[config.mk]
export PLATFORM = sky130hd
export DESIGN_NAME = rotary_value_ctrl
export DESIGN_NICKNAME = d
export VERILOG_FILES = /design/src/rtl/rotary_value_ctrl.sv
export SDC_FILE = /design/constraint.sdc
export NUM_CORES = 1
export LEC_CHECK = 0
export ABC_AREA = 1
export BUFFER_PORTS_ARGS = -buffer_cell sky130_fd_sc_hd__clkbuf_2
export CAP_MARGIN = 30
export CORE_UTILIZATION = 34
export DETAILED_ROUTE_END_ITERATION = 7
export HOLD_SLACK_MARGIN = 0.15
export PLACE_DENSITY = 0.58
export SETUP_SLACK_MARGIN = 0.5
export SLEW_MARGIN = 25
export SYNTH_ARGS = -nofsm -noshare
export SYNTH_HDL_FRONTEND = slang
export SYNTH_SLANG_ARGS = --single-unit
[constraint.sdc]
create_clock -name clk -period 3.09 [get_ports clk]
set_clock_uncertainty 0.1 [all_clocks]
set_input_delay 0.1545 -clock clk [delete_from_list [all_inputs] [get_ports clk]]
set_output_delay 0.1545 -clock clk [all_outputs]
set_load 0.1 [all_outputs]
[src/rtl/rotary_value_ctrl.sv]
// Bounded value adjusted by rotary detent pulses, with speed acceleration and saturate/wrap bounds.
// One-cycle latency from pulse to registered value/changed/flags; always ready, no backpressure.
module rotary_value_ctrl #(
  parameter int WIDTH       = 8,
  parameter int MIN         = 0,
  parameter int MAX         = 255,
  parameter int INIT        = 0,
  parameter int STEP        = 1,
  parameter int FAST_STEP   = 8,
  parameter int FAST_WINDOW = 50000,
  parameter int FAST_COUNT  = 3,
  parameter int WRAP        = 0
) (
  input  logic             clk,
  input  logic             rst,
  input  logic             left,
  input  logic             right,
  input  logic             load,
  input  logic             enable,
  output logic [WIDTH-1:0] value,
  output logic             changed,
  output logic             at_min,
  output logic             at_max,
  output logic             fast
);

  localparam int GW = $clog2(FAST_WINDOW + 1);
  localparam int SW = $clog2(FAST_COUNT + 1);

  localparam logic [GW-1:0]    GAP_SAT   = GW'(FAST_WINDOW);
  localparam logic [SW-1:0]    CNT_SAT   = SW'(FAST_COUNT);
  localparam logic [WIDTH:0]   MIN_X     = (WIDTH+1)'(MIN);
  localparam logic [WIDTH:0]   MAX_X     = (WIDTH+1)'(MAX);
  localparam logic [WIDTH:0]   STEP_X    = (WIDTH+1)'(STEP);
  localparam logic [WIDTH:0]   FSTEP_X   = (WIDTH+1)'(FAST_STEP);
  localparam logic [WIDTH-1:0] INIT_V    = WIDTH'(INIT);
  localparam logic             INIT_MIN  = (INIT == MIN);
  localparam logic             INIT_MAX  = (INIT == MAX);
  localparam logic             WRAP_EN   = (WRAP != 0);

  logic [GW-1:0]    gap, gap_n;
  logic [SW-1:0]    streak, streak_n, streak_inc;
  logic             last_right, last_right_n;
  logic [WIDTH-1:0] value_n;
  logic             changed_n, fast_n;

  logic             accept, same_dir;
  logic [WIDTH:0]   val_x, step_x, sum_x, inc_x, dec_x;

  // Arithmetic is done one bit wider so value+step can never overflow before the bound test.
  always_comb begin
    accept     = enable && (left ^ right);
    same_dir   = (right == last_right);
    step_x     = (fast && same_dir) ? FSTEP_X : STEP_X;
    val_x      = {1'b0, value};
    sum_x      = val_x + step_x;
    streak_inc = (streak == CNT_SAT) ? streak : streak + SW'(1);

    if (sum_x <= MAX_X)      inc_x = sum_x;
    else if (val_x < MAX_X)  inc_x = MAX_X;
    else                     inc_x = WRAP_EN ? MIN_X : MAX_X;

    if (val_x >= MIN_X + step_x) dec_x = val_x - step_x;
    else if (val_x > MIN_X)      dec_x = MIN_X;
    else                         dec_x = WRAP_EN ? MAX_X : MIN_X;
  end

  always_comb begin
    value_n      = value;
    changed_n    = 1'b0;
    fast_n       = fast;
    streak_n     = streak;
    gap_n        = gap;
    last_right_n = last_right;

    if (load) begin
      value_n   = INIT_V;
      changed_n = (value != INIT_V);
      fast_n    = 1'b0;
      streak_n  = '0;
      gap_n     = GAP_SAT;
    end else begin
      if (accept) begin
        gap_n        = '0;
        streak_n     = (gap < GAP_SAT && same_dir) ? streak_inc : SW'(1);
        fast_n       = (streak_n >= CNT_SAT);
        last_right_n = right;
        value_n      = right ? inc_x[WIDTH-1:0] : dec_x[WIDTH-1:0];
      end else if (gap != GAP_SAT) begin
        gap_n = gap + GW'(1);
        // A streak dies on the same edge the gap reaches the window.
        if (gap_n == GAP_SAT) begin
          streak_n = '0;
          fast_n   = 1'b0;
        end
      end
      changed_n = (value_n != value);
    end
  end

  always_ff @(posedge clk or posedge rst) begin
    if (rst) begin
      value      <= INIT_V;
      changed    <= 1'b0;
      at_min     <= INIT_MIN;
      at_max     <= INIT_MAX;
      fast       <= 1'b0;
      streak     <= '0;
      gap        <= GAP_SAT;
      last_right <= 1'b1;
    end else begin
      value      <= value_n;
      changed    <= changed_n;
      at_min     <= (value_n == WIDTH'(MIN));
      at_max     <= (value_n == WIDTH'(MAX));
      fast       <= fast_n;
      streak     <= streak_n;
      gap        <= gap_n;
      last_right <= last_right_n;
    end
  end

endmodule

==> results.md, run 1 <==
- Outcome: finished clean
- Tmin final: 2510 ps
- Layout cells sized above 1: between 30% and 40%
- Clock sink count: 31
- Setup crit end: changed
- Post-Synthesis Cells: about 350
- DRT iter0 DRCs: about 120
- Routed Antenna Nets: 0
- Total track usage: between 15 and 20%
- Crit. Startpoint: last_right
- Starting Density: a little over a third
- Port Buffers: 17
- Die X: between 80 and 90 um
- Post-synth EDFFs: 0
- Register bit total from synthesis: 31
- Post-DP HPWL: 4.55 mm
- Arrival time at the worst endpoint: 2570 ps
- Cell area after synthesis: about 0.0025 mm^2
- Global route total overflow: 0
- Final WS setup: 579 ps
- Core footprint: 0.00691 mm^2
- Commonest non-fill, non-tap cells in the layout: nand2_1, inv_1, nand3_1
- RSZ-0062 raised after global routing: yes
- Tcrit/Tclk final: roughly four fifths
- Worst-margin pin slew: roughly 600 ps
- Area growth syn-to-layout: 20.2%
- Drt pass-1 iters: 4
- Worst R2R End: changed
- Rel. slew slack: approximately 60%
- Largest net degree at the start of global routing: 23
- TritonCTS Buffers: 5
- Avg WL per Cell: about 12 um
- Final net count: around 390
- # DRC: 0
- CTS H-tree depth: 2
- Unique masters post-synth: 36
- PwrDens: 452 mW/mm^2
- Power Total: between 1 and 1.5 mW
- Via count: approximately 2300
- Aggregate routed wire length: 5.82 mm
- Slew Viols, Final: 0
- CTS tree: done
- Sequential fraction of the synthesis area: about a third
- Peak supply drop: approximately 0.00018 V
- Final Util: between 40% and 50%
- CP startpoint kind: flip-flop
- Rows: 30
- Synth Warn #: 0
- Crit. End Element: flip-flop
- Async S/R FF share, synth: 100%
- Post-route setup TNS: 0 ps
- Register-to-register setup slack: roughly 580 ps
- Fillcell total: 718
- F_max: 0.398 GHz
- Diode count: 0
- Worst-path clk slew: 70 ps
- Routability cong.: ~0.84
- Initial antenna violation count: 0
- P_leak: approximately 1.4 nW
- IO Count: 18
- Clk_lat worst skew: approximately 280 ps
- Hold Vio Cnt, Final: 0
- Setup Crit Path Kind: flip-flop to flip-flop
- Post-synth top flop: dfrtp_1
- Clk root buf: clkbuf_8
- Worst R2R Path Depth: 15
- Worst Hold Class: primary input to async pin
- Finish-stage setup viols: 0
- Die ar.: 0.00759 mm^2
- Commonest non-fill, non-tap cell in the layout: nand2_1
- Placement Setup Slack: between 300 and 400 ps
- CTS max path bufs: 2
- R2R Path Start: last_right
- Vias per inst: approximately 4.8
- Global-route wire length before repair: approximately 10 mm
- Post-synthesis average cell area: between 7 and 8 um^2
- Vias in the first global route: roughly 2200
- Post-Syn Nets: approximately 360
- Die Height: roughly 87 um
- Worst EP required: between 3000 and 4000 ps
- Worst-path fanout max: 8
- Max_cap viols: 0
what timing repair did:
action / in CTS / in global routing
hold buffers: 2 / 0
gates cloned: 0 / 0
hold endpoints to repair: 15 / 0
pin swaps: 2 / 25
buffers inserted: 0 / 1
setup endpoints to repair: 3 / 5
resized for setup: 6 / 36
area by class of cell:
class	count	area, um^2	area share (%)
clock buffer	6	82.6	2.79
inverter	46	175	5.92
clock inverter	2	35.0	1.18
multi-input combinational	264	1610	54.4
sequential	31	790	26.7
tap	96	120	4.06
timing repair buffer	24	146	4.95
report_power, final:
| part | switching [mW] | internal, mW |
|---|---|---|
| Clock | 0.152 | 0.261 |
| Sequential | 0.0355 | 0.442 |
| Combinational | 0.318 | 0.132 |
state kept, by name (all words and copies together), names as in the netlist:
signal and count:
gap 16, fast 1, changed 1, last_right 1
streak 2, at_min 1, at_max 1, value 8
cells in the mapped netlist (2+ instances only):
cell type,n,area [um^2]
a21oi_1,6,30.0
a21oi_2,3,26.3
a31oi_1,3,18.8
buf_2,3,15.0
buf_4,2,15.0
buf_6,2,22.5
dfrtp_1,23,576
dfstp_2,8,210
ha_1,9,113
inv_1,37,139
inv_2,8,30.0
nand2_1,100,375
nand2_2,6,37.5
nand3_1,35,175
nand3_2,4,40.0
nand4_1,10,62.6
nor2_1,29,109
nor2_2,10,62.6
nor2_4,2,22.5
nor3_1,5,25.0
nor3_4,2,32.5
nor4_1,2,12.5
o21ai_0,8,40.0
o21ai_1,5,25.0
o31ai_1,2,15.0
xnor2_1,3,26.3
xor2_1,12,105
xor2_2,2,32.5
kinds of logic after synthesis:
kind of cell	after synthesis	share of synthesized area, %
fa+ha+maj	9	4.57
flops	31	31.9
simple gates	209	40.5
xor+xnor	17	6.66
compound gates	29	7.01
buf+inv	54	9.30
critical path, cell delays in order, from the launching register on:
cell and delay [ps]:
dfstp_2 560, xor2_2 80, nor2_2 150, inv_2 100
ha_4 350, inv_4 60, nand3_4 70, nand2_4 80
a21oi_4 240, nand2_2 100, nand3_2 70, o21ai_0 100
nor2_2 120, nand3_1 100, nand2_1 70, nand2_1 50
per-stage QoR:
stage                     hold slack (ps)  area [um^2]  instances
after floorplan                       113         2470        349
after global placement                243         2640        457
after detailed placement              250         2640        457
after CTS                             358         2790        467
after global routing                  349         2960        469
final                                 294         2960        469
worst min path at each step:
stage            from         to  slack [ps]  cells past startpoint
3_5_place_dp      rst  streak[0]         250                      2
6_report          rst   value[3]         290                      3
2_1_floorplan    load   value[0]         110                      1
3_3_place_gp      rst  streak[0]         240                      2
4_1_cts        enable     at_max         360                      7
5_1_grt           rst   value[3]         350                      3
per-layer routing:
metal / GRT usage, % / part of all wire, %
met5: 0 / 0
met2: 27.4 / 45
met3: 2.56 / 3.5
met4: 3.13 / 0.62
met1: 24.2 / 51
Power figures use the tool's default switching activity.
==> run 2: changes to the inputs <==
- PLACE_DENSITY: 0.58 -> 0.6
- clock period: 3.09 -> 2.3 ns (I/O delays scaled with it)
==> results.md, run 2 (synthesis gave the netlist of run 1 again) <==
- Outcome: finished, violations left
- Violated checks: setup timing
- Port Buffers: 17 (unchanged)
- Area growth syn-to-layout: 31.2%
- Largest register by flop count: gap
- Rel. slew slack: 63.9% (+3.7 points)
- Die X: 87.1 um (unchanged)
- Final WS setup: -154 ps (-732 ps)
- Slew Viols, Final: 0 (unchanged)
- Max_cap viols: 0 (unchanged)
- Hold Crit Depth: 6
- Post-Place Cell Area: 0.00286 mm^2 (+8.5%)
- Setup Crit Path Kind: flip-flop to flip-flop
- Arrival time at the worst endpoint: 2570 ps (about the same)
- Total track usage: 17.6% (+0.61 points)
- Via count: 2365 (+4.1%)
- Worst R2R Path Depth: 17 (+2)
- Clock sink count: 31 (unchanged)
- Die Height: 87.1 um (unchanged)
- Clk root buf: clkbuf_8
- Routed Antenna Nets: 0 (unchanged)
- Worst Hold Class: primary input to flip-flop
- Layout cells sized above 1: 40.6% (+9.8 points)
- Largest stage delay on the critical path: 550 ps (about the same)
- Cell mode on critical path: nand2_1
- # DRC: 0 (unchanged)
- Worst-path fanout max: 5 (-3)
- Die ar.: 0.00759 mm^2 (unchanged)
- Placement Setup Slack: -179 ps (-539 ps)
- Power Total: 1.79 mW (+34%)
- Drt pass-1 iters: 4 (unchanged)
- Finish-stage setup viols: 8 (+8)
- Global route total overflow: 0 (unchanged)
- Buf/Inv on CP: 2 (unchanged)
- Vias per inst: 4.83 (-0.37%)
- Clk_lat worst skew: 280 ps (about the same)
- Diode count: 0 (unchanged)
- CTS tree: done
- Vias in the first global route: 2207 (+0.73%)
- Cell count along the critical path: 17 (+2)
- Tcrit/Tclk final: 107% (+25 points)
- IO Count: 18 (unchanged)
- PwrDens: 554 mW/mm^2 (+23%)
- RSZ-0062 raised after global routing: yes
- CP startpoint kind: flip-flop
- TritonCTS Buffers: 5 (unchanged)
- Cell family with most CP delay: simple AND/OR/NAND/NOR gates
- Starting Density: 35.7% (unchanged)
- Tmin final: 2450 ps (-57.7 ps)
- CTS max path bufs: 2 (unchanged)
- Register-to-register setup slack: -150 ps (-730 ps)
- Avg WL per Cell: 12.9 um (+3.6%)
- Hold Vio Cnt, Final: 0 (unchanged)
- F_max: 0.408 GHz (+2.4%)
- Post-DP HPWL: 4.68 mm (+2.9%)
- Crit. Startpoint: last_right
- Commonest non-fill, non-tap cells in the layout: nand2_1, inv_1, nand3_1
- Worst EP required: 2420 ps (-730 ps)
- Initial antenna violation count: 0 (unchanged)
- Slowest CP cell: dfstp_2
- Finished Cell Area: 0.00323 mm^2 (+9.1%)
- Largest net degree at the start of global routing: 32 (+39%)
- Worst-margin pin slew: 544 ps (-52.2 ps)
- Rows: 30 (unchanged)
- Max reg flops: 16 (unchanged)
- Crit path cell chain: xor2_2 > nor2_2 > inv_2 > ha_4 > ha_4 > nand2_4 > a21oi_4 > nand2_4 > nand2_1 > nand2_1 > nand2_2 > a21oi_2 > nand2_1 > inv_2 > nor2_4 > nand3_2 > nor2_2
- Global-route wire length before repair: 10.3 mm (+1.5%)
- Fillcell total: 722 (+0.56%)
- Setup crit end: at_min
- R2R Path Start: last_right
- Worst-path clk slew: 70 ps (about the same)
- Worst R2R End: at_min
- Routability cong.: 0.852 (+1.4%)
- Commonest non-fill, non-tap cell in the layout: nand2_1
- CTS H-tree depth: 2 (unchanged)
- DRT iter0 DRCs: 91 (-25%)
- Biggest regs: gap: 16 flops, value: 8 flops, streak: 2 flops
- P_leak: 1.59 nW (+9.7%)
- Final net count: 408 (+5.4%)
- Crit. End Element: flip-flop
- Core footprint: 0.00691 mm^2 (unchanged)
- Aggregate routed wire length: 6.30 mm (+8.2%)
- Peak supply drop: 0.000231 V (+26%)
==> run 2: changes by cell type in the layout (fill, tap and decap cells not counted), moves of 5 or more <==
cell,delta
dfrtp_1,-6
buf_4,+17
nand3_2,+6
nand3_1,-5
==> run 2: how the worst min path moves through the flow <==
| stage | endpoint | start | slack, ps |
|---|---|---|---|
| 6_report | value[0] | enable | 320 |
| 5_1_grt | value[0] | enable | 330 |
| 4_1_cts | value[0] | enable | 290 |
| 3_5_place_dp | gap[0] | rst | 110 |
| 3_3_place_gp | streak[1] | rst | 100 |
| 2_1_floorplan | value[0] | load | 70 |
==> run 2: what timing repair did <==
item,CTS,global route
endpoints found under the hold margin,36,0
hold buffers,2,0
gates resized for setup,25,24
setup endpoints to repair,14,21
buffers inserted,8,1
pin swaps,15,16
==> run 2: per-layer routing <==
metal,vias to the layer above,global-route usage [%],share of wire (%)
li1,1211,-,-
met5,-,0,0
met2,33,28.6,48
met4,0,3.13,1.2
met3,6,3.22,3.2
met1,1115,24.6,48
==> run 2: through the flow <==
| step | utilization, % | std cells | hold WS (ps) | setup TNS [ps] |
|---|---|---|---|---|
| 3_3_place_gp | 41.4 | 471 | 98.6 | -458 |
| 6_report | 46.8 | 490 | 320 | -617 |
| 4_1_cts | 45.3 | 489 | 291 | -348 |
| 2_1_floorplan | - | 349 | 73.1 | 0 |
| 3_5_place_dp | 41.4 | 471 | 106 | -601 |
| 5_1_grt | 46.8 | 490 | 326 | -1830 |
==> run 2: report_power, final <==
part	switching (mW)	total [mW]	leakage (nW)	internal, mW
clock network	0.211	0.452	0.0482	0.241
registers	0.0517	0.648	0.383	0.596
logic	0.456	0.691	1.16	0.235
total	0.719	1.79	1.59	1.07
==> run 2: layout make-up <==
type / count / area [um^2] / area share, %
Tap cell: 96 / 120 / 3.72
Clock buffer: 7 / 86.3 / 2.67
Timing Repair Buffer: 45 / 337 / 10.4
Inverter: 46 / 175 / 5.42
Sequential cell: 31 / 802 / 24.8
Clock inverter: 1 / 5.00 / 0.155
Multi-Input combinational cell: 264 / 1710 / 52.8
==> run 2: worst register-to-register path, cell delays in order, from the launching register on <==
cell and delay, ps:
dfstp_2 550, xor2_2 170, nor2_2 60, inv_2 130, ha_4 170, ha_4 140
nand2_4 60, a21oi_4 190, nand2_4 100, nand2_1 80, nand2_1 70, nand2_2 110
a21oi_2 50, nand2_1 100, inv_2 70, nor2_4 80, nand3_2 70, nor2_2 110
==> run 3: changes to the inputs <==
- SKIP_CTS_REPAIR_TIMING: unset -> 1
==> results.md, run 3 (synthesis gave the netlist of run 1 again) <==
- Crit path cell chain: xor2_2 > nor2_2 > inv_2 > ha_4 > buf_4 > a21oi_2 > nand2_2 > buf_4 > nand2_1 > o21ai_0 > nand3_1 > nand2_1 > nand2_2 > nand3_2 > nor2_2
- P_leak: 1.57 nW (-1.5%)
- Peak supply drop: 0.000229 V (-0.60%)
- End of the worst hold path: value[0]
- # DRC: 0 (unchanged)
- Pint: 1.06 mW (-1.4%)
- Worst R2R End: at_min
- Clk pwr share: 25.5% (+0.2 points)
- Slowest CP cell: dfstp_2
- Violated checks: setup timing
- PwrDens: 558 mW/mm^2 (+0.65%)
- CP startpoint kind: flip-flop
- Global-route wire length before repair: 10.0 mm (-2.9%)
- CTS H-tree depth: 2 (unchanged)
- Rel. slew slack: 63.9% (about the same)
- Commonest non-fill, non-tap cells in the layout: nand2_1, inv_1, nand3_1
- Hold Path Origin: enable
- Largest stage delay on the critical path: 560 ps (about the same)
- Aggregate routed wire length: 6.22 mm (-1.3%)
- Placement Setup Slack: -179 ps (unchanged)
- Worst-path clk slew: 70 ps (about the same)
- Tmin final: 2480 ps (+27.9 ps)
- Port Buffers: 17 (unchanged)
- Clock sink count: 31 (unchanged)
- Worst Hold Class: primary input to flip-flop
- Die Height: 87.1 um (unchanged)
- Drt pass-1 iters: 4 (unchanged)
- Post-route setup TNS: -788 ps (-171 ps)
- Commonest non-fill, non-tap cell in the layout: nand2_1
- CTS max path bufs: 2 (unchanged)
- Routed Antenna Nets: 0 (unchanged)
- Flop pwr share: 36.7% (+0.5 points)
- Tcrit/Tclk final: 108% (+1.2 points)
- Register-to-register setup slack: -180 ps (-30 ps)
- IO Count: 18 (unchanged)
- Routability cong.: 0.852 (unchanged)
- Total track usage: 17.1% (-0.51 points)
- Worst EP required: 2420 ps (about the same)
- F_max: 0.403 GHz (-1.1%)
- Worst-margin pin slew: 544 ps (-0.0569 ps)
- Buf/Inv on CP: 3 (+1)
- Initial antenna violation count: 0 (unchanged)
- Biggest regs: gap: 16 flops, value: 8 flops, streak: 2 flops
- CTS tree: done
- Arrival time at the worst endpoint: 2600 ps (+30 ps)
- Largest net degree at the start of global routing: 32 (unchanged)
- Hold Vio Cnt, Final: 0 (unchanged)
- DRT iter0 DRCs: 78 (-14%)
- Die ar.: 0.00759 mm^2 (unchanged)
- RSZ-0062 raised after global routing: yes
- Post-DP HPWL: 4.68 mm (unchanged)
- Global route total overflow: 0 (unchanged)
- Largest register by flop count: gap
- Die X: 87.1 um (unchanged)
- Vias in the first global route: 2154 (-2.4%)
- Setup Crit Path Kind: flip-flop to flip-flop
- Final WS setup: -181 ps (-27.9 ps)
- Final net count: 405 (-0.74%)
- Finish-stage setup viols: 9 (+1)
- Vias per inst: 4.78 (-0.87%)
- Cell family with most CP delay: simple AND/OR/NAND/NOR gates
- Worst Hold Slack: 304 ps (-16.8 ps)
- Worst-path fanout max: 8 (+3)
- Diode count: 0 (unchanged)
- Area growth syn-to-layout: 28.4%
- Switching Share: 40.0% (-0.10 points)
- TritonCTS Buffers: 5 (unchanged)
- Gate power share: 37.8% (-0.8 points)
- Net Switching: 706 uW (-1.8%)
- Max_cap viols: 0 (unchanged)
- Layout cells sized above 1: 39.1% (-1.5 points)
- Worst R2R Path Depth: 15 (-2)
- Clk root buf: clkbuf_8
- Hold Crit Depth: 6 (unchanged)
- Starting Density: 35.7% (unchanged)
- Crit. End Element: flip-flop
- Clk_lat worst skew: 280 ps (about the same)
- Avg WL per Cell: 12.8 um (-0.65%)
- Rows: 30 (unchanged)
- Core footprint: 0.00691 mm^2 (unchanged)
- R2R Path Start: last_right
- Via count: 2330 (-1.5%)
- Outcome: finished, violations left
- Slew Viols, Final: 0 (unchanged)
- Max reg flops: 16 (unchanged)
==> run 3: power groups by stage <==
stage | Sequential (mW) | Clock (mW) | Combinational (mW)
after CTS | 0.647 | 0.467 | 0.606
after global placement | 0.656 | 0 | 0.599
after global routing | 0.653 | 0.483 | 0.735
after detailed placement | 0.657 | 0 | 0.604
final | 0.647 | 0.449 | 0.667
after floorplan | 0.775 | 0 | 0.331
==> run 3: area by class of cell <==
type / instances / area, um^2
Clock inverter: 1 / 5.00
Sequential cell: 31 / 802
Fill cell: 731 / 3750
Multi-Input combinational cell: 264 / 1670
Clock buffer: 7 / 86.3
Inverter: 46 / 175
Tap cell: 96 / 120
Timing Repair Buffer: 42 / 307
==> run 3: worst min-delay path, cell delays in order <==
cell and delay, ps:
clkbuf_2 80, nand2_1 60, nor2_2 90, nand3_2 100, a21oi_2 80, buf_4 130
==> run 3: per-layer routing <==
metal / wire (um) / vias up / GRT usage (%)
li1: - / 1205 / -
met1: 3050 / 1074 / 24.5
met2: 2890 / 45 / 26.8
met3: 225 / 6 / 3.32
met4: 57 / 0 / 3.28
met5: 0 / - / 0
==> run 3: how the worst max path moves through the flow <==
| stage | startpoint | to | slack [ps] | cells past startpoint |
|---|---|---|---|---|
| CTS | last_right | at_max | -200 | 15 |
| global route | last_right | changed | -330 | 16 |
| detailed placement | last_right | at_max | -180 | 15 |
| floorplan | fast | changed | 20 | 17 |
| finish | last_right | at_min | -180 | 15 |
| global placement | last_right | at_max | -150 | 16 |
==> run 3: metrics by stage <==
stage / instances / util, % / area, um^2 / total power [mW]
floorplan: 349 / - / 2560 / 1.11
global placement: 471 / 41.4 / 2860 / 1.26
detailed placement: 471 / 41.4 / 2860 / 1.26
CTS: 479 / 42.8 / 2950 / 1.72
global route: 487 / 45.8 / 3160 / 1.87
finish: 487 / 45.8 / 3160 / 1.76
